**src/rtl/fb_port_arbiter.sv**
```systemverilog
`default_nettype none
// ============================================================================
//  Module      : fb_port_arbiter
//  Description : Single framebuffer RAM port shared between the display fetch
//                path and the automaton update engine. The RAM is split into
//                two banks. Display and engine reads use the front bank, and
//                engine writes use the back bank. Front and back swap at end
//                of frame, once the engine has finished a generation.
//  Revision    : 1.0 - initial release
// ============================================================================
module fb_port_arbiter #(
    parameter int AW         = 16,
    parameter int DW         = 20,
    parameter int STARVE_MAX = 64
) (
    input  logic          clk108,
    input  logic          reset_n,
    // display fetch path
    input  logic          disp_req,
    input  logic [AW-1:0] disp_addr,
    output logic          disp_valid,
    output logic [DW-1:0] disp_data,
    input  logic          frame_done,
    // automaton engine
    input  logic          eng_req,
    input  logic          eng_we,
    input  logic [AW-1:0] eng_addr,
    input  logic [DW-1:0] eng_wdata,
    output logic          eng_gnt,
    output logic          eng_rvalid,
    output logic [DW-1:0] eng_rdata,
    input  logic          eng_gen_done,
    output logic          eng_hold,
    output logic          eng_starve,
    // RAM port
    output logic [AW:0]   mem_addr,
    output logic          mem_we,
    output logic [DW-1:0] mem_wdata,
    input  logic [DW-1:0] mem_q,
    // bank status
    output logic          front,
    output logic          swap,
    output logic [15:0]   gen_count
);

    // The counter must be able to hold STARVE_MAX itself, because that value
    // is the saturation point and the flag condition.
    localparam int             CW           = $clog2(STARVE_MAX + 1);
    localparam logic [CW-1:0]  c_starve_max = CW'(STARVE_MAX);

    // RUN: engine may be granted. PEND: finished generation waits for the
    // end of frame before the banks are exchanged.
    typedef enum logic [0:0] {
        ST_RUN  = 1'b0,
        ST_PEND = 1'b1
    } state_t;

    state_t          r_state;
    logic            r_front;
    logic            r_swap;
    logic            r_hold;
    logic [15:0]     r_gen_count;
    logic [CW-1:0]   r_starve_cnt;
    logic            r_disp_valid;
    logic            r_eng_rvalid;

    logic            w_eng_gnt;
    logic            w_run;

    assign w_run     = (r_state == ST_RUN);
    // Display has absolute priority; the engine is also locked out while a
    // swap is pending so the back bank stays stable until it becomes front.
    assign w_eng_gnt = !disp_req && eng_req && w_run;

    // Combinational port mux; the bank bit comes from the current front so
    // a granted access always targets the bank valid in its grant cycle.
    always_comb begin
        mem_addr  = {r_front, {AW{1'b0}}};
        mem_we    = 1'b0;
        mem_wdata = eng_wdata;
        if (disp_req) begin
            mem_addr = {r_front, disp_addr};
        end else if (w_eng_gnt) begin
            mem_addr = {(eng_we ? ~r_front : r_front), eng_addr};
            mem_we   = eng_we;
        end
    end

    // Read-return strobes: RAM data arrives one cycle after the address, so
    // the valids are the previous cycle's read grants.
    always_ff @(posedge clk108 or negedge reset_n) begin
        if (!reset_n) begin
            r_disp_valid <= 1'b0;
            r_eng_rvalid <= 1'b0;
        end else begin
            r_disp_valid <= disp_req;
            r_eng_rvalid <= w_eng_gnt && !eng_we;
        end
    end

    // Swap FSM: hold the engine off after a finished generation and flip the
    // banks on the next end of frame (immediately if both arrive together).
    always_ff @(posedge clk108 or negedge reset_n) begin
        if (!reset_n) begin
            r_state     <= ST_RUN;
            r_front     <= 1'b0;
            r_swap      <= 1'b0;
            r_hold      <= 1'b0;
            r_gen_count <= 16'd0;
        end else begin
            r_swap <= 1'b0;
            case (r_state)
                ST_RUN: begin
                    if (eng_gen_done && frame_done) begin
                        r_front     <= ~r_front;
                        r_swap      <= 1'b1;
                        r_gen_count <= r_gen_count + 16'd1;
                    end else if (eng_gen_done) begin
                        r_state <= ST_PEND;
                        r_hold  <= 1'b1;
                    end
                end
                ST_PEND: begin
                    if (frame_done) begin
                        r_state     <= ST_RUN;
                        r_hold      <= 1'b0;
                        r_front     <= ~r_front;
                        r_swap      <= 1'b1;
                        r_gen_count <= r_gen_count + 16'd1;
                    end
                end
                default: begin
                    r_state <= ST_RUN;
                    r_hold  <= 1'b0;
                end
            endcase
        end
    end

    // Starvation monitor: counts consecutive denied requests while the
    // engine is allowed to run, saturating at the flag threshold.
    always_ff @(posedge clk108 or negedge reset_n) begin
        if (!reset_n) begin
            r_starve_cnt <= '0;
        end else if (w_eng_gnt || !w_run) begin
            r_starve_cnt <= '0;
        end else if (eng_req && (r_starve_cnt != c_starve_max)) begin
            r_starve_cnt <= r_starve_cnt + CW'(1);
        end
    end

    assign eng_gnt    = w_eng_gnt;
    assign disp_valid = r_disp_valid;
    assign eng_rvalid = r_eng_rvalid;
    assign disp_data  = mem_q;
    assign eng_rdata  = mem_q;
    assign eng_hold   = r_hold;
    assign eng_starve = (r_starve_cnt == c_starve_max);
    assign front      = r_front;
    assign swap       = r_swap;
    assign gen_count  = r_gen_count;

endmodule
`default_nettype wire

```
**config.mk**
```make
export PLATFORM = sky130hd
export DESIGN_NAME = fb_port_arbiter
export DESIGN_NICKNAME = d
export VERILOG_FILES = /design/src/rtl/fb_port_arbiter.sv
export SDC_FILE = /design/constraint.sdc
export NUM_CORES = 1
export LEC_CHECK = 0
export CAP_MARGIN = 30
export CORE_UTILIZATION = 33
export DETAILED_ROUTE_END_ITERATION = 10
export GPL_TIMING_DRIVEN = 0
export PLACE_DENSITY = 0.83
export SLEW_MARGIN = 5
export SYNTH_ARGS = -nofsm -noshare
export SYNTH_HDL_FRONTEND = slang
export SYNTH_SLANG_ARGS = --single-unit
```
**constraint.sdc**
```tcl
create_clock -name clk108 -period 3.3 [get_ports clk108]
set_input_delay 0.66 -clock clk108 [delete_from_list [all_inputs] [get_ports clk108]]
set_output_delay 0.66 -clock clk108 [all_outputs]
set_load 0.02 [all_outputs]
```
==> results of run 1 <==
sequential cells by signal, summed over array words and instances, names as in the netlist:
signal / count
swap: 1
eng_rvalid: 1
gen_count: 16
eng_hold: 1
disp_valid: 1
r_state: 1
front: 1
r_starve_cnt: 7
power breakdown:
group	switching [mW]	total (mW)	internal (mW)	leakage, nW
logic	0.256	0.576	0.320	1.22
registers	0.0701	0.475	0.405	0.377
clock network	0.129	0.279	0.149	0.0395
total	0.455	1.33	0.874	1.64
through the flow:
step	area (um2)	total power, mW	std cells	hold slack [ns]	setup slack, ns
floorplan	1930	0.771	195	0.364	0.742
global placement	3410	1.05	406	0.482	-0.115
detailed placement	3430	1.06	407	0.483	-0.144
CTS	3520	1.34	417	0.495	0.0689
global route	3530	1.39	417	0.522	0.00363
finish	3530	1.33	417	0.482	0.114
routing by layer:
metal / vias up / part of all wire / GRT usage
li1: 906 / - / -
met5: - / 0 / 0
met3: 5 / 0.075 / 0.0477
met2: 91 / 0.53 / 0.316
met1: 852 / 0.38 / 0.189
met4: 0 / 0.0094 / 0.0593
repair_timing:
| action | in CTS | in global routing |
|---|---|---|
| resized for setup | 5 | 7 |
| pin swaps | 1 | 0 |
| setup endpoints to repair | 10 | 6 |
| buffers inserted | 2 | 0 |
| hold buffers | 0 | 0 |
logic make-up after synthesis:
kind of cell | count (synthesis)
flip-flops | 29
adder cells (fa/ha/maj) | 3
XOR/XNOR | 21
AO/OA/AOI/OAI | 23
multiplexers | 2
AND/OR/NAND/NOR | 48
buffers and inverters | 69
worst max-delay path, cell delays in order:
cell and delay (ns):
clkdlybuf4s50_1 0.41, buf_2 0.17, nand2b_1 0.21, nor2_4 0.16, buf_4 0.16, a22o_1 0.12, clkdlybuf4s50_1 0.63
area by class of cell:
class,count,share of cell area
inverter,5,0.00531
timing repair buffer,142,0.404
buffer,64,0.136
tap,72,0.0255
clock buffer,8,0.0227
multi-input combinational,97,0.201
sequential,29,0.205
how the worst max path moves through the flow:
stage	to	slack, ns	depth (start not counted)
after floorplan	mem_addr[16]	0.74	5
after global placement	mem_addr[12]	-0.11	7
after detailed placement	mem_addr[12]	-0.14	7
after CTS	mem_addr[16]	0.07	7
after global routing	mem_addr[15]	0.004	7
final	mem_addr[4]	0.11	7
Yosys cell counts, types with 2 or more instances:
master	number	area, um2
buf_4	61	458
dfrtp_1	29	726
a22o_1	16	140
xnor2_1	11	96.3
nand2_1	10	37.5
nor2_1	10	37.5
xor2_1	10	87.6
inv_1	5	18.8
nand4_1	5	31.3
and3_1	4	25.0
nand3_1	4	20.0
a21oi_1	3	15.0
ha_1	3	37.5
nand2b_1	2	12.5
nor3_1	2	10.0
nor3_2	2	20.0
or3_1	2	12.5
==> out/results.ini, run 1 <==
[timing]
tightest_slew_ns = 0.481
finalCritPeriodShare = 0.966
rsz0062_at_grt = false
maxSlewViolCount = 0
tns_ns = 0
fmaxAchievable_mhz = 314
fin_crit_ns = 3.19
setup_violations = 0
max_slew_margin = 0.676
fin_skew_ns = 0.00617
hold_viol = 0

[grt]
grt-ovfl-total = 0
antenna_found_initial = 0
groute.usage.overall = 0.172
grt_max_degree = 21
grt_pass1_vias = 1830
grt_pass1_wl_mm = 8.28

[hold_path]
hp-class = flop to flop
hp-start = gen_count[15]
holdPathEnd = gen_count[15]
whs_path_depth = 1

[final_layout]
area_delta_synth_final_pct = 83.2
layout_commonest_cell = clkdlybuf4s50_1
seq_area_um2 = 726
nFillCells = 472
mostFrequentLayoutCells = clkdlybuf4s50_1, buf_4, dfrtp_1, a22o_1, xnor2_1
multi_input_area_um2 = 712
finalCoreUtilization = 0.634
nets = 426
diodes = 0
drive_gt1_frac = 0.232

[synthesis]
synth.distinct_cells = 33
synth_compound_area_frac = 0.0960
yosys.area_share.adder = 0.0195
synth-edff-count = 0
synth-seq-area-share = 0.376
async_reset_ff_frac = 1.00
synth_xor_xnor_area_share = 0.0953
synth_warnings = 0
netlist_area_um2 = 1930
postSynthCellCount = 195
syn_nets = 277
ys_ff_latch = 29
synth_top_family_by_area = buffers and inverters
synth_simple_gate_area_frac = 0.145
synthMuxAreaShare = 0.0110
synth-main-ff-cell = dfrtp_1
avgSynthCellArea_um2 = 9.89

[die]
initial_core_util = 0.346
die-area_um2 = 6160
die_h_um = 78.5
coreArea_um2 = 5570
rows = 27
io_pins = 180
die_w_um = 78.5

[worst_setup_path]
cp_max_fo = 8
endpoint_kind = output port
critPathKind = input pin to output port
crit_required_ns = 2.64
worst_r2r_path_depth = 4
r2r_setup_slack_ns = 1.78
regToRegStartpoint = r_state
r2r_end = gen_count[15]
cp-start-kind = input pin
startpoint = disp_req
cp.arrival_ns = 2.53

[placement]
io_buffers = 139
dp_hpwl_mm = 4.60
gp_congestion = 0.766

[clocking]
insertion_delay_ns = 0.28
cts-root-buf = clkbuf_8
h-tree-depth = 2
cts_tree = built
clk_pin_slew_ns = 0.06
numClockSinks = 29
cts_inserted_buffers = 5
cts_buffer_depth = 2

[drt]
drc = 0
ant_nets = 0
vias = 1854
vias_per_cell = 4.45
wl_per_cell_um = 13.2
dr.first_iter.drc_count = 26
wl_mm = 5.51
dr.pass1.iters = 4

[power_and_ir_drop]
ir_worst_vdd_mv = 0.478
p_per_area_nw_per_um2 = 376
leakagePower_nw = 1.64

[run]
drv_cap = 0

[status]
outcome = complete, no violations

No activity file was read; power rests on OpenSTA's default activity.
==> run 2, diff against run 1 <==
Settings changed: CORE_UTILIZATION 33 to 28, GPL_TIMING_DRIVEN 0 to 1, PLACE_DENSITY 0.83 to 0.75, SKIP_LAST_GASP from default to 1.
Clock period 3.3 ns to 2.89 ns, I/O delays scaled along.
==> out/results.ini, run 2 (synthesis gave the netlist of run 1 again) <==
[grt]
grt-ovfl-total = 0  ; unchanged
antenna_found_initial = 0  ; unchanged
groute.usage.overall = 0.117  ; -0.0556
grt_max_degree = 30  ; +43%
grt_pass1_vias = 1345  ; -27%
grt_pass1_wl_mm = 6.59  ; -20%

[die]
io_pins = 180  ; unchanged
die_w_um = 85.0  ; +8.3%
initial_core_util = 0.297  ; -0.0491
coreArea_um2 = 6490  ; +17%
die_h_um = 85.0  ; +8.3%
rows = 29  ; +7.4%
die-area_um2 = 7230  ; +17%

[placement]
gp_congestion = 0.694  ; -9.4%
post-place-cells = 291  ; -29%
pre_cts_ws_ns = -0.0363  ; +0.108 ns
dp_hpwl_mm = 3.27  ; -29%
io_buffers = 79  ; -43%

[worst_setup_path]
cp-start-kind = input pin
crit_path_frequent_cell = clkdlybuf4s50_1
critPathSlowestCell = clkdlybuf4s50_1
cp.arrival_ns = 2.21  ; -0.32 ns
cp_max_fo = 17  ; +9
r2r_setup_slack_ns = 1.38  ; -0.40 ns
r2r_end = gen_count[14]
worst_r2r_path_depth = 4  ; unchanged
crit_required_ns = 2.31  ; -0.33 ns
critPathKind = input pin to output port
regToRegStartpoint = r_state
cp_cell_sequence = clkdlybuf4s50_1, nand2b_1, nor2_2, buf_4, clkdlybuf4s50_1
endpoint_kind = output port
max_stage_delay_ns = 0.63  ; about the same

[clocking]
cts_tree = built
cts-hold-fix-buffers = 0  ; unchanged
h-tree-depth = 2  ; unchanged
insertion_delay_ns = 0.28  ; about the same
cts_inserted_buffers = 5  ; unchanged
post-cts-setup-buffers = 0  ; -2
clk_pin_slew_ns = 0.06  ; about the same
cts_buffer_depth = 2  ; unchanged
numClockSinks = 29  ; unchanged
cts-root-buf = clkbuf_8

[power_and_ir_drop]
power_mw = 1.32  ; -1.1%
ir_worst_vdd_mv = 0.461  ; -3.4%
p_per_area_nw_per_um2 = 540  ; +44%
leakagePower_nw = 1.07  ; -34%

[hold_path]
hp-class = flop to flop
whs_path_depth = 1  ; unchanged
hp-start = gen_count[15]
holdPathEnd = gen_count[15]

[final_layout]
drive_gt1_frac = 0.0814  ; -0.150
diodes = 0  ; unchanged
nFillCells = 635  ; +35%
nets = 303  ; -29%
layout_commonest_cell = clkdlybuf4s50_1
largest_reg_flops = 16  ; unchanged
area_delta_synth_final_pct = 26.1
final_cells = 298  ; -29%
mostFrequentLayoutCells = clkdlybuf4s50_1, dfrtp_1, dlygate4sd2_1, a22o_1, xnor2_1
seq_area_um2 = 726  ; unchanged
multi_input_area_um2 = 707  ; -0.70%

[timing]
maxSlewViolCount = 0  ; unchanged
fin_skew_ns = 0.00292  ; -0.00325 ns
hold_viol = 0  ; unchanged
max_slew_margin = 0.671  ; -0.00536
finalCritPeriodShare = 0.963
rsz0062_at_grt = false
tightest_slew_ns = 0.489  ; +0.00798 ns
fin_crit_ns = 2.78
fmaxAchievable_mhz = 359
setup_violations = 0  ; unchanged
whs_ns = 0.479  ; -0.00274 ns
finalWorstSetupSlack_ns = 0.107  ; -0.00674 ns

[drt]
dr.first_iter.drc_count = 50  ; +92%
vias = 1314  ; -29%
wl_mm = 4.16  ; -24%
dr.pass1.iters = 4  ; unchanged
vias_per_cell = 4.41  ; -0.82%
ant_nets = 0  ; unchanged
drc = 0  ; unchanged
wl_per_cell_um = 14.0  ; +5.7%

[run]
drv_cap = 0  ; unchanged

[status]
outcome = complete, no violations

## run 2: cell types whose count changed in the layout (fill, tap and decap cells not counted), moves of 2 or more
cell             before  now
clkdlybuf4s50_1     130   62
buf_4                63    4
dlygate4sd2_1         4   17
dlymetal6s2s_1        5    0
clkbuf_1              3    1
## run 2: through the flow
step	cell area, um2	utilization	TNS [ns]
2_1_floorplan	1930	-	0
3_3_place_gp	2370	0.365	0
3_5_place_dp	2370	0.365	-0.305
4_1_cts	2430	0.375	0
5_1_grt	2430	0.375	0
6_report	2430	0.375	0
## run 2: how the worst max path moves through the flow
| stage | end | from |
|---|---|---|
| after floorplan | mem_addr[16] | disp_req |
| after global placement | mem_addr[16] | eng_req |
| after CTS | eng_gnt | eng_req |
| final | eng_gnt | eng_req |
| after global routing | eng_gnt | eng_req |
| after detailed placement | mem_addr[6] | eng_req |
## run 2: critical path: cells and delay by family
family,cells,cell delay [ns]
buffers and inverters,3,1.40
AND/OR/NAND/NOR,2,0.22
## run 2: cell type report
class / instances / share of cell area
inverters: 5 / 0.00771
clock buffers: 7 / 0.0355
multi-input cells: 97 / 0.290
flip-flops and latches: 29 / 0.298
repair buffers: 83 / 0.329
well taps: 77 / 0.0396
## run 2: where the power goes
part	total [mW]	switching, mW	internal (mW)
clock	0.335	0.146	0.188
combinational	0.435	0.207	0.228
sequential	0.545	0.0828	0.462
## run 2: metal layers
metal	vias to the layer above	track usage	part of all wire	routed length, um
li1	651	-	-	-
met1	618	0.150	0.44	1830
met2	36	0.179	0.48	2000
met3	9	0.0389	0.068	284
met4	0	0.0508	0.013	55
met5	-	0	0	0
## run 2: what timing repair did
| action | CTS | global route |
|---|---|---|
| resized for setup | 17 | 0 |
| hold endpoints to repair | 0 | 0 |
| setup endpoints to repair | 17 | 0 |
